==> src/rtl/regfile_wb_ctrl.sv <==
// Write-back controller: arbitrates two write-back ports onto the single register
// file write port and tracks pending writes for RAW/WAW hazard detection.
module regfile_wb_ctrl (
  input  logic        clk,
  input  logic        clr,
  input  logic        iss_valid,
  input  logic [4:0]  iss_wn,
  output logic        iss_ready,
  input  logic        a_valid,
  input  logic [4:0]  a_wn,
  input  logic [31:0] a_d,
  output logic        a_ready,
  input  logic        b_valid,
  input  logic [4:0]  b_wn,
  input  logic [31:0] b_d,
  output logic        b_ready,
  output logic        rf_we,
  output logic [4:0]  rf_wn,
  output logic [31:0] rf_d,
  input  logic [4:0]  rna,
  input  logic [4:0]  rnb,
  output logic        haz_a,
  output logic        haz_b,
  output logic [5:0]  pend_cnt,
  output logic        err
);

  typedef enum logic {PORT_A = 1'b0, PORT_B = 1'b1} port_e;

  // Bit 0 exists only so the array can be indexed by any register number; it never sets.
  logic [31:0] pending;
  logic [31:0] pending_nxt;
  logic [31:0] set_mask;
  logic [31:0] clr_mask;
  logic [5:0]  cnt_nxt;
  port_e       last;

  logic        a_full;
  logic [4:0]  a_hold_wn;
  logic [31:0] a_hold_d;
  logic        b_full;
  logic [4:0]  b_hold_wn;
  logic [31:0] b_hold_d;

  logic        grant_a;
  logic        grant_b;
  logic        grant_any;
  logic [4:0]  g_wn;
  logic [31:0] g_d;
  logic        a_hs;
  logic        b_hs;
  logic        iss_set;
  logic        commit_hit;
  logic        commit_err;

  // Reset suppresses the grant so a discarded entry never reaches the register file.
  always_comb begin
    grant_a   = ~clr & a_full & (~b_full | (last == PORT_B));
    grant_b   = ~clr & b_full & (~a_full | (last == PORT_A));
    grant_any = grant_a | grant_b;
    g_wn      = '0;
    g_d       = '0;
    if (grant_a) begin
      g_wn = a_hold_wn;
      g_d  = a_hold_d;
    end else if (grant_b) begin
      g_wn = b_hold_wn;
      g_d  = b_hold_d;
    end
  end

  assign rf_we = grant_any & (g_wn != 5'd0);
  assign rf_wn = g_wn;
  assign rf_d  = g_d;

  assign a_ready = ~a_full | grant_a;
  assign b_ready = ~b_full | grant_b;
  assign a_hs    = a_valid & a_ready;
  assign b_hs    = b_valid & b_ready;

  assign iss_ready  = (iss_wn == 5'd0) | ~pending[iss_wn];
  assign iss_set    = iss_valid & iss_ready & (iss_wn != 5'd0);
  assign commit_hit = rf_we & pending[g_wn];
  assign commit_err = rf_we & ~pending[g_wn];

  assign haz_a = (rna != 5'd0) & pending[rna];
  assign haz_b = (rnb != 5'd0) & pending[rnb];

  // An issue and a commit on the same register cannot both take effect: a pending
  // register blocks issue, so the clear only ever hits bits that are already set.
  always_comb begin
    set_mask    = iss_set ? (32'd1 << iss_wn) : 32'd0;
    clr_mask    = commit_hit ? (32'd1 << g_wn) : 32'd0;
    pending_nxt = ((pending & ~clr_mask) | set_mask) & ~32'd1;
    cnt_nxt     = pend_cnt + {5'd0, iss_set} - {5'd0, commit_hit};
  end

  // NOTE: state registers use non-blocking assignments so every flop samples the
  // pre-edge values computed above, independent of statement order.
  always_ff @(posedge clk) begin
    if (clr) begin
      pending  <= '0;
      pend_cnt <= '0;
      err      <= 1'b0;
      last     <= PORT_B;
      a_full   <= 1'b0;
      b_full   <= 1'b0;
    end else begin
      pending  <= pending_nxt;
      pend_cnt <= cnt_nxt;
      if (commit_err)
        err <= 1'b1;
      if (grant_a)
        last <= PORT_A;
      else if (grant_b)
        last <= PORT_B;
      a_full <= a_hs | (a_full & ~grant_a);
      b_full <= b_hs | (b_full & ~grant_b);
    end
  end

  // NOTE: holding payloads are not reset; the full flags alone say whether they
  // are meaningful, so resetting the data would only add reset fan-out.
  always_ff @(posedge clk) begin
    if (a_hs) begin
      a_hold_wn <= a_wn;
      a_hold_d  <= a_d;
    end
    if (b_hs) begin
      b_hold_wn <= b_wn;
      b_hold_d  <= b_d;
    end
  end

endmodule

==> config.mk <==
export PLATFORM = sky130hd
export DESIGN_NAME = regfile_wb_ctrl
export DESIGN_NICKNAME = d
export VERILOG_FILES = /design/src/rtl/regfile_wb_ctrl.sv
export SDC_FILE = /design/constraint.sdc
export NUM_CORES = 1
export LEC_CHECK = 0
export ABC_AREA = 1
export CORE_MARGIN = 5
export CORE_UTILIZATION = 44
export DETAILED_ROUTE_END_ITERATION = 7
export MAX_ROUTING_LAYER = met4
export PLACE_DENSITY = 0.75
export SLEW_MARGIN = 20
export SYNTH_ARGS = -nofsm -noshare
export SYNTH_HDL_FRONTEND = slang
export SYNTH_SLANG_ARGS = --single-unit
==> constraint.sdc <==
create_clock -name clk -period 3.8 [get_ports clk]
set_clock_uncertainty 0.05 [all_clocks]
set_input_delay 0.76 -clock clk [delete_from_list [all_inputs] [get_ports clk]]
set_output_delay 0.76 -clock clk [all_outputs]
set_load 0.05 [all_outputs]
==> results of run 1 <==
-- worst paths after layout --
kind | cells after the start | slack (ns) | to | startpoint
setup reg to reg | 22 | 0.47 | pend_cnt[4] | a_full
setup / recovery | 23 | 0.14 | pend_cnt[4] | clr
hold reg to reg | 2 | 0.42 | pending[6] | pending[6]
hold / removal | 2 | 0.42 | pending[6] | pending[6]
-- sequential cells by signal (all words and copies together) (netlist names) --
signal / count
a_hold_d: 32
b_hold_d: 32
pending: 31
pend_cnt: 6
a_hold_wn: 5
b_hold_wn: 5
a_full: 1
b_full: 1
err: 1
last: 1
-- area by class of cell --
type	count	area [sq um]	share of cell area
flip-flops and latches	115	3040	0.324
multi-input cells	526	2670	0.284
repair buffers	217	2500	0.266
clock buffers	20	437	0.0466
inverters	104	397	0.0423
well taps	180	225	0.0240
clock inverters	11	114	0.0121
-- worst register-to-register path, stage by stage (launching register included) --
cell,delay [ns]
dfxtp_1,0.46
inv_2,0.08
nor2_4,0.20
nand3_4,0.13
nand2_8,0.13
clkbuf_16,0.15
nand2_1,0.04
nand2_1,0.06
nand2_1,0.05
nand3_1,0.07
nand3_1,0.09
nand3_2,0.10
nand2_2,0.06
ha_1,0.26
inv_1,0.04
ha_2,0.18
fa_2,0.36
nand2_1,0.06
inv_1,0.05
or2_2,0.28
a21oi_2,0.15
o21ai_1,0.07
a21oi_1,0.11
-- per-stage QoR --
step | total power, W | instance area, sq um | instances | setup slack (ns)
final | 0.00406 | 9380 | 1173 | 0.140
after global routing | 0.00422 | 9380 | 1173 | -0.0292
after CTS | 0.00405 | 9240 | 1169 | 0.0328
after detailed placement | 0.00254 | 8690 | 1138 | -0.339
after global placement | 0.00253 | 8690 | 1138 | -0.259
after floorplan | 0.00207 | 6250 | 791 | 0.0137
-- logic make-up (layout without fill, tap and decap cells) --
group | after synthesis | count (layout)
simple gates | 355 | 355
flops | 115 | 115
xor+xnor | 1 | 1
compound gates | 163 | 163
buf+inv | 150 | 352
fa+ha+maj | 7 | 7
-- layer usage --
metal / part of all wire / global-route usage
met1: 0.37 / 0.312
met2: 0.49 / 0.428
met3: 0.11 / 0.0771
met4: 0.030 / 0.100
met5: 0 / -
-- placed cells by master, fill, tap and decap left out, types with 2 or more instances in the layout --
cell type	count
a21oi_1	70
a21oi_4	2
a22oi_1	4
a311oi_1	2
a41oi_1	2
buf_12	45
buf_4	66
buf_6	4
bufinv_16	2
clkbuf_1	3
clkbuf_16	19
clkdlybuf4s50_1	98
clkinv_1	3
clkinv_2	3
clkinvlp_4	4
dfxtp_1	41
dlymetal6s2s_1	2
edfxtp_1	74
ha_1	5
inv_1	95
inv_2	6
nand2_1	145
nand2_2	4
nand3_1	105
nand3_2	3
nand3_4	2
nand3b_1	6
nand4_1	17
nor2_1	57
nor2_2	3
nor3_1	5
nor4_1	4
o211ai_1	2
o21ai_0	69
o21ai_1	4
o22ai_2	2
o31ai_1	2
-- what timing repair did --
| action | CTS | global route |
|---|---|---|
| gates resized for setup | 0 | 19 |
| setup endpoints to repair | 0 | 2 |
| buffers inserted | 0 | 1 |
| hold buffers | 0 | 0 |
-- power by group through the flow --
stage          registers, W  logic [W]  clock network [W]
2_1_floorplan       0.00157   0.000496                  0
3_3_place_gp        0.00149    0.00104                  0
3_5_place_dp        0.00149    0.00106                  0
4_1_cts             0.00147    0.00106            0.00152
5_1_grt             0.00147    0.00117            0.00158
6_report            0.00147    0.00109            0.00150
==> impl_results.rst, run 1 <==
.. list-table::
   :header-rows: 1

   * - Metric
     - Value
   * - Outcome
     - finished, final reports clean
   * - Fin crit period
     - 3.66 ns
   * - Synth Area in Simple Gates
     - 0.258
   * - Drt first pass iters
     - 5
   * - Worst slew margin
     - 0.634
   * - Share of total power in sequential cells
     - 0.361
   * - NumNets Final
     - 1082
   * - Core occupancy in the finished layout
     - 0.676
   * - Share of Yosys cell area claimed by the top area cell type
     - 0.355
   * - Max-slew violation count
     - 0
   * - Kind of end point of the critical path
     - register
   * - Violation count after the first detailed-route iteration
     - 702
   * - Slowest stage delay, CP
     - 0.41 ns
   * - Floorplan die area
     - 0.0167 sq mm
   * - Share of layout cells above drive strength 1
     - 0.177
   * - Int Power
     - 0.00284 W
   * - Adder-cell share of the synthesized area
     - 0.0152
   * - Placer Congestion
     - 1.04
   * - Ordered cell list for the critical path
     - clkdlybuf4s50_1 -> buf_6 -> nor2_4 -> nand3_4 -> nand2_8 -> clkbuf_16 -> nand2_1 -> nand2_1 -> nand2_1 -> nand3_1 -> nand3_1 -> nand3_2 -> nand2_2 -> ha_1 -> inv_1 -> ha_2 -> fa_2 -> nand2_1 -> inv_1 -> or2_2 -> a21oi_2 -> o21ai_1 -> a21oi_1
   * - Total number of vias
     - 6435
   * - Peak VDD IR
     - 0.331 mV
   * - Synth Cell Area
     - 0.00625 sq mm
   * - Portion of netlist area occupied by mux cells
     - 0
   * - Number of levels in the clock H-tree
     - 4
   * - Leading post-synthesis cells by instance count
     - nand2_1 (147), nand3_1 (108), inv_1 (95)
   * - Distinct cells, synth
     - 37
   * - Number of placed I/O pins
     - 144
   * - Placement Rows
     - 43
   * - TNS Setup
     - 0 ns
   * - Net count after synthesis
     - 892
   * - Data arrival time of the critical path
     - 3.95 ns
   * - Wire length of the first global-routing pass
     - 32600 um
   * - Dominant cell type by area after synthesis
     - edfxtp_1
   * - Slowest cell on crit path
     - clkdlybuf4s50_1
   * - Switching power of the nets
     - 0.00122 W
   * - Leading cell types by total area after synthesis
     - edfxtp_1 (36%), dfxtp_1 (13%), nand2_1 (8.8%), nand3_1 (8.6%), a21oi_1 (5.8%)
   * - Clock-pin slew on the worst setup and hold paths
     - 0.05 ns
   * - DR DRC count
     - 0
   * - Highest net fanout along the worst path
     - 5
   * - Worst-margin pin slew
     - 0.547 ns
   * - Mean cell area of the mapped netlist
     - 7.90 sq um
   * - Sequential-to-total area share from yosys stat
     - 0.487
   * - Leakage Power
     - 3.71 nW
   * - Number of diodes added for antenna fixing
     - 0
   * - CTS Buf Count
     - 17
   * - Core Region
     - 0.0139 sq mm
   * - Total of buffers placed on input and output ports
     - 143
   * - Main combinational cell family by area after synthesis
     - simple AND/OR/NAND/NOR gates
   * - Kind of critical path
     - in -> reg
   * - Clock tree from TritonCTS
     - built
   * - Maximum number of buffers from clock root to sink
     - 2
   * - Via count normalized by instance count
     - 5.49
   * - Final setup violating endpoints
     - 0
   * - Share of total power in combinational logic
     - 0.269
   * - Ys Warns
     - 0
   * - Post-Route Hold Slack
     - 0.418 ns
   * - Number of enable-type register cells in the synthesized netlist
     - 74
   * - Number of buffer and inverter instances along the worst setup path
     - 5
   * - Layout area overhead
     - 50.0%
   * - Most numerous cell in the Yosys netlist
     - nand2_1
   * - Required time of the critical path
     - 4.09 ns
   * - Wire length per cell
     - 18.1 um
   * - Synth async-reset ratio
     - 0
   * - Flip-flop and latch count after synthesis
     - 115
   * - Initial core utilization
     - 0.450
   * - Number of hold violations in the final report
     - 0
   * - Parity-gate share of the synthesized area counting xor and xnor cells
     - 0.00140
   * - Pin count of the biggest net entering global routing
     - 34
   * - Net Sw Frac
     - 0.301
   * - Vertical die dimension
     - 129 um
   * - Fmax
     - 273 MHz
   * - Routed Antenna Nets
     - 0
   * - Pwr per Cell Area
     - 433 mW/mm^2
   * - CTS sink cnt
     - 115
   * - Via count of the first global-routing pass
     - 6206
   * - Compound-cell area share of the yosys netlist
     - 0.140
   * - Max-capacitance violation count
     - 0
   * - Horizontal die dimension
     - 129 um
   * - Most frequent CP cell
     - nand2_1
   * - Cell family with the largest share of critical-path delay
     - simple AND/OR/NAND/NOR gates
   * - Final global-route overflow total
     - 0
   * - Worst min-delay path category
     - reg -> reg
   * - Clk Tree Root Cell
     - clkbuf_16
   * - Initial antenna violation count
     - 0
   * - Most common flop cell mapped by yosys
     - edfxtp_1
   * - Fill cell total of the finished layout
     - 1094
   * - DPL Wire Length
     - 15300 um
   * - Type of element launching the critical path
     - input pin
   * - Wirelength, routed
     - 21200 um
   * - Skew-Pair Late Insertion Delay
     - 0.42 ns
   * - Total routing usage reported by global routing
     - 0.264
   * - Share of the clock period used by the worst path
     - 0.963
   * - Cells after synthesis
     - 791
   * - Share of power burned in the clock network
     - 0.370
No activity file was read; power rests on OpenSTA's default activity.
==> run 2, diff against run 1 <==
CTS_BUF_LIST = sky130_fd_sc_hd__clkbuf_8   (was default)
==> run 2 against run 1 <==
Worst hold slack improved by 0.0019 ns; clock power down 29%; setup slack improved by 0.0011 ns; die area stayed put; total power decreased by 11%; first-iteration DRC count fell by 3.3%; core utilization fell by 1.9 points; via count decreased by 1.1%; register-to-register slack got worse by 0.02 ns; critical endpoint unchanged; largest power group is now registers.
==> impl_results.rst, run 2 (synthesized netlist as in run 1, its figures left out) <==
.. list-table::
   :header-rows: 1

   * - Metric
     - Value
   * - Wire length of the first global-routing pass
     - 32000 um (-1.9%)
   * - Footprint of the flip-flops and latches
     - 0.00304 sq mm (unchanged)
   * - Startpoint of the most critical register-to-register path
     - a_full
   * - Wirelength, routed
     - 20600 um (-2.8%)
   * - Worst R2R Setup Slack
     - 0.45 ns (-0.02 ns)
   * - Buffers inserted during post-CTS setup optimization
     - 0 (unchanged)
   * - Number of placed I/O pins
     - 144 (unchanged)
   * - Wire length per cell
     - 17.6 um (-2.6%)
   * - Total of buffers placed on input and output ports
     - 143 (unchanged)
   * - Placer Congestion
     - 1.04 (unchanged)
   * - Number of diodes added for antenna fixing
     - 0 (unchanged)
   * - Number of hold violations in the final report
     - 0 (unchanged)
   * - Skew-Pair Late Insertion Delay
     - 0.45 ns (+0.03 ns)
   * - Clock tree from TritonCTS
     - built
   * - CTS Buf Count
     - 17 (unchanged)
   * - Max-capacitance violation count
     - 0 (unchanged)
   * - Drt first pass iters
     - 5 (unchanged)
   * - Type of element launching the critical path
     - input pin
   * - Share of total power in combinational logic
     - 0.299 (+0.030)
   * - Violation count after the first detailed-route iteration
     - 679 (-3.3%)
   * - Switching power of the nets
     - 0.00116 W (-5.2%)
   * - Met2 wire len
     - 9890 um (-4.7%)
   * - Fill cell total of the finished layout
     - 1150 (+5.1%)
   * - Endpoint of the worst setup timing path
     - pend_cnt[4]
   * - DR DRC count
     - 0 (unchanged)
   * - Pwr per Cell Area
     - 395 mW/mm^2 (-8.8%)
   * - Share of total power in sequential cells
     - 0.407 (+0.046)
   * - Share of layout cells above drive strength 1
     - 0.170 (-0.00754)
   * - NumNets Final
     - 1079 (-0.28%)
   * - Routed Antenna Nets
     - 0 (unchanged)
   * - Final global-route overflow total
     - 0 (unchanged)
   * - Number of levels in the clock H-tree
     - 4 (unchanged)
   * - Pin count of the biggest net entering global routing
     - 34 (unchanged)
   * - Registers with the highest flip-flop counts
     - a_hold_d x32, b_hold_d x32, pending x31
   * - Clock-pin slew on the worst setup and hold paths
     - 0.07 ns (+0.02 ns)
   * - Kind of critical path
     - in -> reg
   * - Final setup violating endpoints
     - 0 (unchanged)
   * - Share of the clock period used by the worst path
     - 0.963 (about the same)
   * - Initial antenna violation count
     - 0 (unchanged)
   * - Placement Rows
     - 43 (unchanged)
   * - Clk Tree Root Cell
     - clkbuf_8
   * - Via count normalized by instance count
     - 5.44 (-0.85%)
   * - Total number of vias
     - 6364 (-1.1%)
   * - Uppermost metal layer occupied by signal nets
     - met4
   * - Commonest cells after routing, fill and taps aside
     - nand2_1 (145), nand3_1 (107), inv_1 (98), clkdlybuf4s50_1 (98), edfxtp_1 (74)
   * - DPL Wire Length
     - 15300 um (unchanged)
   * - Via count of the first global-routing pass
     - 6095 (-1.8%)
   * - Worst slew margin
     - 0.636 (+0.00228)
   * - Worst-margin pin slew
     - 0.544 ns (-0.00340 ns)
   * - R2R Path End
     - pend_cnt[4]
   * - Int Power
     - 0.00244 W (-14%)
   * - Area of the multi-input gates
     - 0.00264 sq mm (-0.89%)
   * - Peak VDD IR
     - 0.342 mV (+3.4%)
   * - Total routing usage reported by global routing
     - 0.258 (-0.00597)
   * - Layout area overhead
     - 45.7%
   * - Fmax
     - 273 MHz (about the same)
   * - Worst min-delay path category
     - reg -> reg
   * - Routed length on met3
     - 2240 um (+0.36%)
   * - CP startpoint
     - clr
   * - Vertical die dimension
     - 129 um (unchanged)
   * - Outcome
     - finished, final reports clean
   * - Initial core utilization
     - 0.450 (unchanged)
   * - Metal-1 WL
     - 7820 um (-1.5%)
   * - Core Region
     - 0.0139 sq mm (unchanged)
   * - Leading cell type in the layout, fill and taps excluded
     - nand2_1
   * - Floorplan die area
     - 0.0167 sq mm (unchanged)
   * - Required time of the critical path
     - 4.13 ns (+0.04 ns)
   * - Highest net fanout along the worst path
     - 9 (+4)
   * - Leakage Power
     - 3.61 nW (-2.7%)
   * - CTS sink cnt
     - 115 (unchanged)
   * - Worst reg-to-reg path cell count
     - 22 (unchanged)
   * - TNS Setup
     - 0 ns (unchanged)
   * - Fin crit period
     - 3.66 ns (-0.00114 ns)
   * - Kind of end point of the critical path
     - register
   * - Post-layout total power
     - 0.00359 W (-11%)
   * - Share of power burned in the clock network
     - 0.295 (-0.075)
   * - Data arrival time of the critical path
     - 3.98 ns (+0.03 ns)
   * - Horizontal die dimension
     - 129 um (unchanged)
   * - Max-slew violation count
     - 0 (unchanged)
   * - Maximum number of buffers from clock root to sink
     - 2 (unchanged)
   * - Net Sw Frac
     - 0.322 (+0.0210)
run 2: area by class of cell:
type	instances	share of cell area
timing repair buffer	214	0.269
inverter	104	0.0431
multi-input combinational	526	0.290
sequential	115	0.334
tap	180	0.0247
clock buffer	17	0.0257
clock inverter	14	0.0137
run 2: critical path: stages:
cell and delay [ns]:
clkdlybuf4s50_1 0.40, buf_4 0.16, nor2_4 0.16, nand3_4 0.10, nand2_4 0.11, clkbuf_16 0.16
nand2_1 0.05, nand2_1 0.07, nand2_1 0.05, nand3_1 0.07, nand3_1 0.09, nand3_2 0.10
nand2_2 0.06, ha_1 0.27, inv_1 0.04, ha_1 0.20, fa_1 0.41, nand2_1 0.07
inv_1 0.04, or2_2 0.28, a21oi_2 0.13, o21ai_0 0.08, a21oi_1 0.12
run 2: power by group through the flow:
stage	combinational [W]	sequential, W	clock, W
floorplan	0.000496	0.00157	0
global placement	0.00104	0.00149	0
detailed placement	0.00106	0.00149	0
CTS	0.00106	0.00146	0.00108
global route	0.00115	0.00147	0.00113
finish	0.00107	0.00146	0.00106
run 2: stage by stage:
stage / util / area (sq um) / hold slack, ns / setup slack, ns / cells
floorplan: - / 6250 / 0.389 / 0.0137 / 791
global placement: 0.626 / 8690 / 0.395 / -0.259 / 1138
detailed placement: 0.626 / 8690 / 0.410 / -0.339 / 1138
CTS: 0.652 / 9050 / 0.418 / 0.123 / 1169
global route: 0.656 / 9110 / 0.440 / -0.0205 / 1170
finish: 0.656 / 9110 / 0.420 / 0.141 / 1170
run 2: per-layer routing:
metal  GRT usage  vias up
met1       0.308     2903
met2       0.411      353
li1            -     3055
met3      0.0767       53
met5           -        -
met4       0.104        0
run 2: worst min-delay path by stage:
| stage | depth (start not counted) | start | end | slack (ns) |
|---|---|---|---|---|
| finish | 2 | pending[6] | pending[6] | 0.42 |
| global placement | 2 | err | err | 0.39 |
| floorplan | 2 | pending[6] | pending[6] | 0.39 |
| global route | 2 | pending[6] | pending[6] | 0.44 |
| detailed placement | 2 | pending[6] | pending[6] | 0.41 |
| CTS | 2 | pending[6] | pending[6] | 0.42 |
run 2: what timing repair did:
item,4_1_cts,5_1_grt
hold buffers,0,0
gates resized for setup,0,10
endpoints found under the setup margin,0,1
